==> config.mk <==
export PLATFORM = sky130hd
export DESIGN_NAME = csr_exec_unit
export DESIGN_NICKNAME = d
export VERILOG_FILES = /design/src/rtl/csr_pkg.sv /design/src/rtl/csr_addr_decode.sv /design/src/rtl/csr_exec_unit.sv
export SDC_FILE = /design/constraint.sdc
export NUM_CORES = 1
export LEC_CHECK = 0
export ABC_AREA = 1
export CAP_MARGIN = 10
export CORE_AREA = 3 3 191 193
export DETAILED_ROUTE_END_ITERATION = 10
export DIE_AREA = 0 0 194 196
export MAX_ROUTING_LAYER = met4
export PLACE_DENSITY = 0.75
export SYNTH_ARGS = -nofsm -noshare
export SYNTH_HDL_FRONTEND = slang
export SYNTH_HIERARCHICAL = 1
export SYNTH_SLANG_ARGS = --single-unit
==> constraint.sdc <==
create_clock -name clock -period 2.8 [get_ports clock]
set_clock_uncertainty 0.05 [all_clocks]
set_input_delay 0.84 -clock clock [delete_from_list [all_inputs] [get_ports clock]]
set_output_delay 0.84 -clock clock [all_outputs]
set_load 0.005 [all_outputs]
==> src/rtl/csr_pkg.sv <==
// Shared types and constants for the CSR execute sequencer: op codes, CSR
// addresses, register-file indices, trap causes and FSM states.
package csr_pkg;

  typedef enum logic [2:0] {
    OP_NONE  = 3'd0,
    OP_CSRRW = 3'd1,
    OP_CSRRS = 3'd2,
    OP_CSRRC = 3'd3,
    OP_ECALL = 3'd4,
    OP_MRET  = 3'd5
  } csr_op_e;

  localparam logic [11:0] ADDR_MSTATUS = 12'h300;
  localparam logic [11:0] ADDR_MTVEC   = 12'h305;
  localparam logic [11:0] ADDR_MEPC    = 12'h341;
  localparam logic [11:0] ADDR_MCAUSE  = 12'h342;

  localparam logic [2:0] MSTATUS_IDX = 3'd0;
  localparam logic [2:0] MTVEC_IDX   = 3'd1;
  localparam logic [2:0] MEPC_IDX    = 3'd2;
  localparam logic [2:0] MCAUSE_IDX  = 3'd3;

  localparam logic [3:0] CAUSE_ECALL_M = 4'd11;
  localparam logic [3:0] CAUSE_ILLEGAL = 4'd2;

  typedef enum logic [1:0] {
    S_IDLE  = 2'd0,
    S_READ  = 2'd1,
    S_WRITE = 2'd2,
    S_RESP  = 2'd3
  } csr_state_e;

endpackage

==> src/rtl/csr_addr_decode.sv <==
// Maps a 12-bit CSR number onto the 4-entry register file index; hit_o is
// low for any CSR the file does not implement.
module csr_addr_decode
  import csr_pkg::*;
(
  input  logic [11:0] addr_i,
  output logic        hit_o,
  output logic [2:0]  idx_o
);

  always_comb begin
    hit_o = 1'b1;
    idx_o = MSTATUS_IDX;
    unique case (addr_i)
      ADDR_MSTATUS: idx_o = MSTATUS_IDX;
      ADDR_MTVEC:   idx_o = MTVEC_IDX;
      ADDR_MEPC:    idx_o = MEPC_IDX;
      ADDR_MCAUSE:  idx_o = MCAUSE_IDX;
      default: begin
        hit_o = 1'b0;
        idx_o = MSTATUS_IDX;
      end
    endcase
  end

endmodule

==> src/rtl/csr_exec_unit.sv <==
// Execute-stage sequencer for Zicsr/ECALL/MRET: reads the CSR file, then
// writes it (or raises a trap) one cycle later, then holds the result.
module csr_exec_unit
  import csr_pkg::*;
#(
  parameter int         XLEN        = 64,
  parameter logic [3:0] ECALL_CAUSE = CAUSE_ECALL_M,
  parameter logic [3:0] ILLEG_CAUSE = CAUSE_ILLEGAL
) (
  input  logic            clock,
  input  logic            reset,
  input  logic            in_valid,
  output logic            in_ready,
  input  logic [2:0]      in_op,
  input  logic [11:0]     in_csr_addr,
  input  logic [XLEN-1:0] in_src,
  input  logic            in_src_zero,
  input  logic [XLEN-1:0] in_pc,
  input  logic [4:0]      in_rd,
  output logic            out_valid,
  input  logic            out_ready,
  output logic [4:0]      out_rd,
  output logic [XLEN-1:0] out_rdata,
  output logic            out_redirect,
  output logic [XLEN-1:0] out_target,
  output logic [2:0]      csr_raddr,
  input  logic [XLEN-1:0] csr_rdata,
  output logic            csr_wen,
  output logic [2:0]      csr_waddr,
  output logic [XLEN-1:0] csr_wdata,
  output logic            exc,
  output logic [XLEN-1:0] exc_epc,
  output logic [3:0]      exc_no
);

  csr_state_e state_q, state_d;
  csr_op_e    op_q;
  logic            hit_q, srcZero_q, redirect_q;
  logic [2:0]      idx_q;
  logic [4:0]      rd_q, outRd_q;
  logic [XLEN-1:0] src_q, pc_q, old_q, outRdata_q, target_q;

  logic            decHit;
  logic [2:0]      decIdx;
  logic            isCsrOp, isMret, isTrap;
  logic [XLEN-1:0] writeData;
  logic [4:0]      resRd;
  logic [XLEN-1:0] resRdata, resTarget;
  logic            resRedirect;

  csr_addr_decode u_decode (
    .addr_i (in_csr_addr),
    .hit_o  (decHit),
    .idx_o  (decIdx)
  );

  // Anything that is neither a mapped CSR op nor MRET traps (ECALL or illegal).
  assign isCsrOp = hit_q && (op_q == OP_CSRRW || op_q == OP_CSRRS || op_q == OP_CSRRC);
  assign isMret  = (op_q == OP_MRET);
  assign isTrap  = !isCsrOp && !isMret;

  always_ff @(posedge clock) begin
    if (reset) state_q <= S_IDLE;
    else       state_q <= state_d;
  end

  always_comb begin
    writeData = src_q;
    unique case (op_q)
      OP_CSRRS: writeData = old_q | src_q;
      OP_CSRRC: writeData = old_q & ~src_q;
      default:  writeData = src_q;
    endcase
  end

  // Strobes are masked by reset so an op aborted in WRITE leaves no side effect.
  always_comb begin
    state_d   = state_q;
    in_ready  = 1'b0;
    out_valid = 1'b0;
    csr_raddr = '0;
    csr_wen   = 1'b0;
    csr_waddr = '0;
    csr_wdata = '0;
    exc       = 1'b0;
    exc_epc   = '0;
    exc_no    = '0;
    unique case (state_q)
      S_IDLE: begin
        in_ready = 1'b1;
        if (in_valid) state_d = S_READ;
      end
      S_READ: begin
        csr_raddr = isCsrOp ? idx_q : (isMret ? MEPC_IDX : MTVEC_IDX);
        state_d   = S_WRITE;
      end
      S_WRITE: begin
        if (isCsrOp) begin
          csr_waddr = idx_q;
          csr_wdata = writeData;
          csr_wen   = !reset && (op_q == OP_CSRRW || !srcZero_q);
        end else if (isTrap) begin
          exc     = !reset;
          exc_epc = pc_q;
          exc_no  = (op_q == OP_ECALL) ? ECALL_CAUSE : ILLEG_CAUSE;
        end
        state_d = S_RESP;
      end
      S_RESP: begin
        out_valid = 1'b1;
        if (out_ready) state_d = S_IDLE;
      end
      default: state_d = S_IDLE;
    endcase
  end

  always_comb begin
    resRd       = '0;
    resRdata    = '0;
    resRedirect = 1'b0;
    resTarget   = '0;
    if (isCsrOp) begin
      resRd    = rd_q;
      resRdata = old_q;
    end else if (isMret) begin
      resRdata    = old_q;
      resRedirect = 1'b1;
      resTarget   = old_q;
    end else begin
      resRedirect = 1'b1;
      resTarget   = {old_q[XLEN-1:2], 2'b00};
    end
  end

  always_ff @(posedge clock) begin
    if (reset) begin
      op_q       <= OP_NONE;
      hit_q      <= 1'b0;
      idx_q      <= '0;
      src_q      <= '0;
      srcZero_q  <= 1'b0;
      pc_q       <= '0;
      rd_q       <= '0;
      old_q      <= '0;
      outRd_q    <= '0;
      outRdata_q <= '0;
      redirect_q <= 1'b0;
      target_q   <= '0;
    end else begin
      if (state_q == S_IDLE && in_valid) begin
        op_q      <= csr_op_e'(in_op);
        hit_q     <= decHit;
        idx_q     <= decIdx;
        src_q     <= in_src;
        srcZero_q <= in_src_zero;
        pc_q      <= in_pc;
        rd_q      <= in_rd;
      end
      if (state_q == S_READ) old_q <= csr_rdata;
      if (state_q == S_WRITE) begin
        outRd_q    <= resRd;
        outRdata_q <= resRdata;
        redirect_q <= resRedirect;
        target_q   <= resTarget;
      end
    end
  end

  assign out_rd       = outRd_q;
  assign out_rdata    = outRdata_q;
  assign out_target   = target_q;
  assign out_redirect = redirect_q && (state_q == S_RESP);

endmodule
==> impl_results.md <==
* Status: complete, but fails checks
* Final Hold Viols at 0
* Fmax at 337.2 MHz
* Top post-synthesis cells by area: dfxtp_1 (48%), o21ai_0 (15%), a21oi_1 (11%)
* Final HPWL DP at ~33000 um
* Initial drt markers at between 1k and 1.5k
* GRT overflow at 0
* Ports at around 490
* DR DRC count at 0
* Synth Instances at ~2.0k
* # hold bufs at CTS at 0
* Tcrit/Tclk final at 105.9%
* Endpoints failing setup at 55
* First-pass GRT wire length at 78210 um
* Die width at about 190 um
* # rows at 68
* P&R area growth vs syn at 51.92%
* 1st-pass router iterations at 7
* Root buf cell: clkbuf_16
* Slew Limit Fails at 0
* Area share of the largest cell type after synthesis at between 40% and 50%
* R2R depth at 8
* Design Power at 20.15 mW
* Nets at 2691
* Placed cell count at between 2k and 3k
* CP startpoint kind: flip-flop
* Post-synthesis sequential area ratio at approximately 48%
* Die area at 38020 um^2
* Power Dens Cells at a little over 900 nW/um^2
* Worst hold path class: flip-flop to flip-flop
* Number of synthesized flops with an enable pin at 0
* Reg clk slew, reported paths at 0.06 ns
* Max Cap Violations at 0
* Reg area at roughly 6800 um^2
* Initial antenna violation count at 3
* Post-Route Hold Slack at approximately 0.4 ns
* Failing checks: setup timing
* Primary FF master, synth: dfxtp_1
* CTS tree: built
* Initial Utilization at 41.14%
* I/O Buffers at between 400 and 500
* Htree depth at 2
* Final Core Density at a little over three fifths
* RSZ-0062 raised after global routing: true
* Largest net degree at the start of global routing at 195
* Yosys reg bits at 341
* Clk Latency, worst-skew pair at between 0.5 and 0.6 ns
* Mapped Nets at 2220
* Worst EP required at approximately 1.9 ns
* Critical path class: flip-flop to output port
* Gr usage total at roughly 26%
* Final Non-Filler Cells at slightly below 3k
* Slowest cell on the critical path: dfxtp_4
* Num CTS Buffers at 38
* Mean area per synthesized cell at between 7 and 8 um^2
* Max clock buf depth at 3
* Slew of the pin with the lowest slew margin at roughly 0.94 ns
* Count leader, synth: o21ai_0
* Leakage power at roughly 10 nW
* Setup WS post-layout at -0.1660 ns
* Worst path cell trace: nor2_4, nand2_4, buf_12, nor2_8, buf_6, buf_8, buf_12, buf_6, o21ai_2, nor2_2, buf_2
* Routed wire per std cell at around 17 um
* Worst Hold Depth at 2
* Post-synth cell types at 24
* DP Area at around 20000 um^2
* CP Capture Type: output port
* R2R setup slack at ~0.24 ns
* Syn. warnings at 6
* Slowest stage delay, CP at roughly 0.35 ns
* Core Region at about 35000 um^2
* Worst Path Max Fanout at 5
* Final Instance Area at roughly 22000 um^2
* Die Y at 196 um
* Routed WL at 51290 um
* Antenna Nets Post-Route at 0
* Synthesized area at approximately 14000 um^2
* Fill cell count at roughly 3k
* Final Critical Period at around 3.0 ns
* Vias at 14.96k
* Crit path DAT at between 2 and 2.5 ns
* Fraction of registers with async set/reset at 0%
* Multi-input logic area at just under 6000 um^2
* Slew headroom at 37.37%
* Largest area contributor in the netlist: dfxtp_1
* Max VDD drop at about 0.00048 V
* DR vias/cell at around 5.1
* Number of global-route vias before repair at around 14k
* Layout cell share with drive strength beyond 1 at approximately 15%
* GPL Wtd Cong at 0.8727
* Clock Sink Count at roughly 340
* Leading cell types by count after synthesis: o21ai_0 (431), inv_1 (345), dfxtp_1 (341), a21oi_1 (328), nand2_1 (174)
## timing repair
action,4_1_cts,5_1_grt
endpoints found under the setup margin,141,129
endpoints found under the hold margin,0,0
gates cloned,8,0
pin swaps,29,61
resized for setup,348,257
buffers inserted,33,16
## cells by family after synthesis
group | Yosys count | synth area share [%]
other cells | 2 | 0.05259
buf+inv | 502 | 14.26
simple gates | 366 | 10.06
flops | 341 | 47.80
compound gates | 784 | 27.48
fa+ha+maj | 4 | 0.3505
## path summary, 6_finish.rpt
check / from / end
worst max-delay path: op_q[2] / csr_wdata[32]
worst min-delay path: pc_q[21] / pc_q[21]
worst max register to register: state_q[0] / out_target[8]
worst min register to register: pc_q[21] / pc_q[21]
## state kept, by name (all words and copies together) (netlist names)
signal	count
old_q	64
out_rdata	64
out_target	64
pc_q	64
src_q	64
out_rd	5
rd_q	5
idx_q	3
op_q	3
state_q	2
hit_q	1
redirect_q	1
srcZero_q	1
## cell type report
class | count | area share [%]
Antenna cell | 3 | 0.03460
Clock buffer | 58 | 5.484
Clock inverter | 12 | 0.8766
Inverter | 350 | 6.096
Multi-Input combinational cell | 1156 | 26.65
Sequential cell | 341 | 31.51
Tap cell | 455 | 2.624
Timing Repair Buffer | 583 | 26.72
## cell usage in the layout, fill, tap and decap left out, types with 29 or more instances in the layout
cell and count:
clkbuf_16 41, dfxtp_1 335, clkdlybuf4s50_1 351, a21oi_1 327, dlymetal6s2s_1 44, buf_2 84
inv_1 339, nand2_1 170, o21ai_2 54, buf_4 35, o21ai_0 391, nor2_1 139
nor2_2 29
## worst max-delay path, delay by kind of cell (launching register included)
kind	cells	cell delay, ns
flip-flops	1	0.35
AND/OR/NAND/NOR	4	0.43
buffers and inverters	6	0.72
AO/OA/AOI/OAI	1	0.05
## per-layer routing
layer | part of all wire [%] | GRT usage [%] | vias to the layer above
li1 | - | - | 7337
met1 | 39 | 30.84 | 6858
met2 | 48 | 43.00 | 625
met3 | 8.4 | 5.547 | 144
met4 | 4.6 | 10.74 | 0
met5 | 0 | - | -
## power breakdown
group | total, mW | internal (mW) | leakage, nW | switching, mW
Sequential | 7.10 | 6.43 | 2.81 | 0.664
Combinational | 7.64 | 3.15 | 6.30 | 4.49
Clock | 5.41 | 3.40 | 0.676 | 2.02
Total | 20.1 | 13.0 | 9.78 | 7.17
## through the flow
step	setup TNS (ns)	worst slack [ns]
finish	-4.694	-0.1660
global route	-11.33	-0.2554
floorplan	0	0.3851
global placement	-0.6112	-0.4607
CTS	-16.15	-0.3117
detailed placement	-0.6585	-0.4412
No activity file was read; power rests on OpenSTA's default activity.
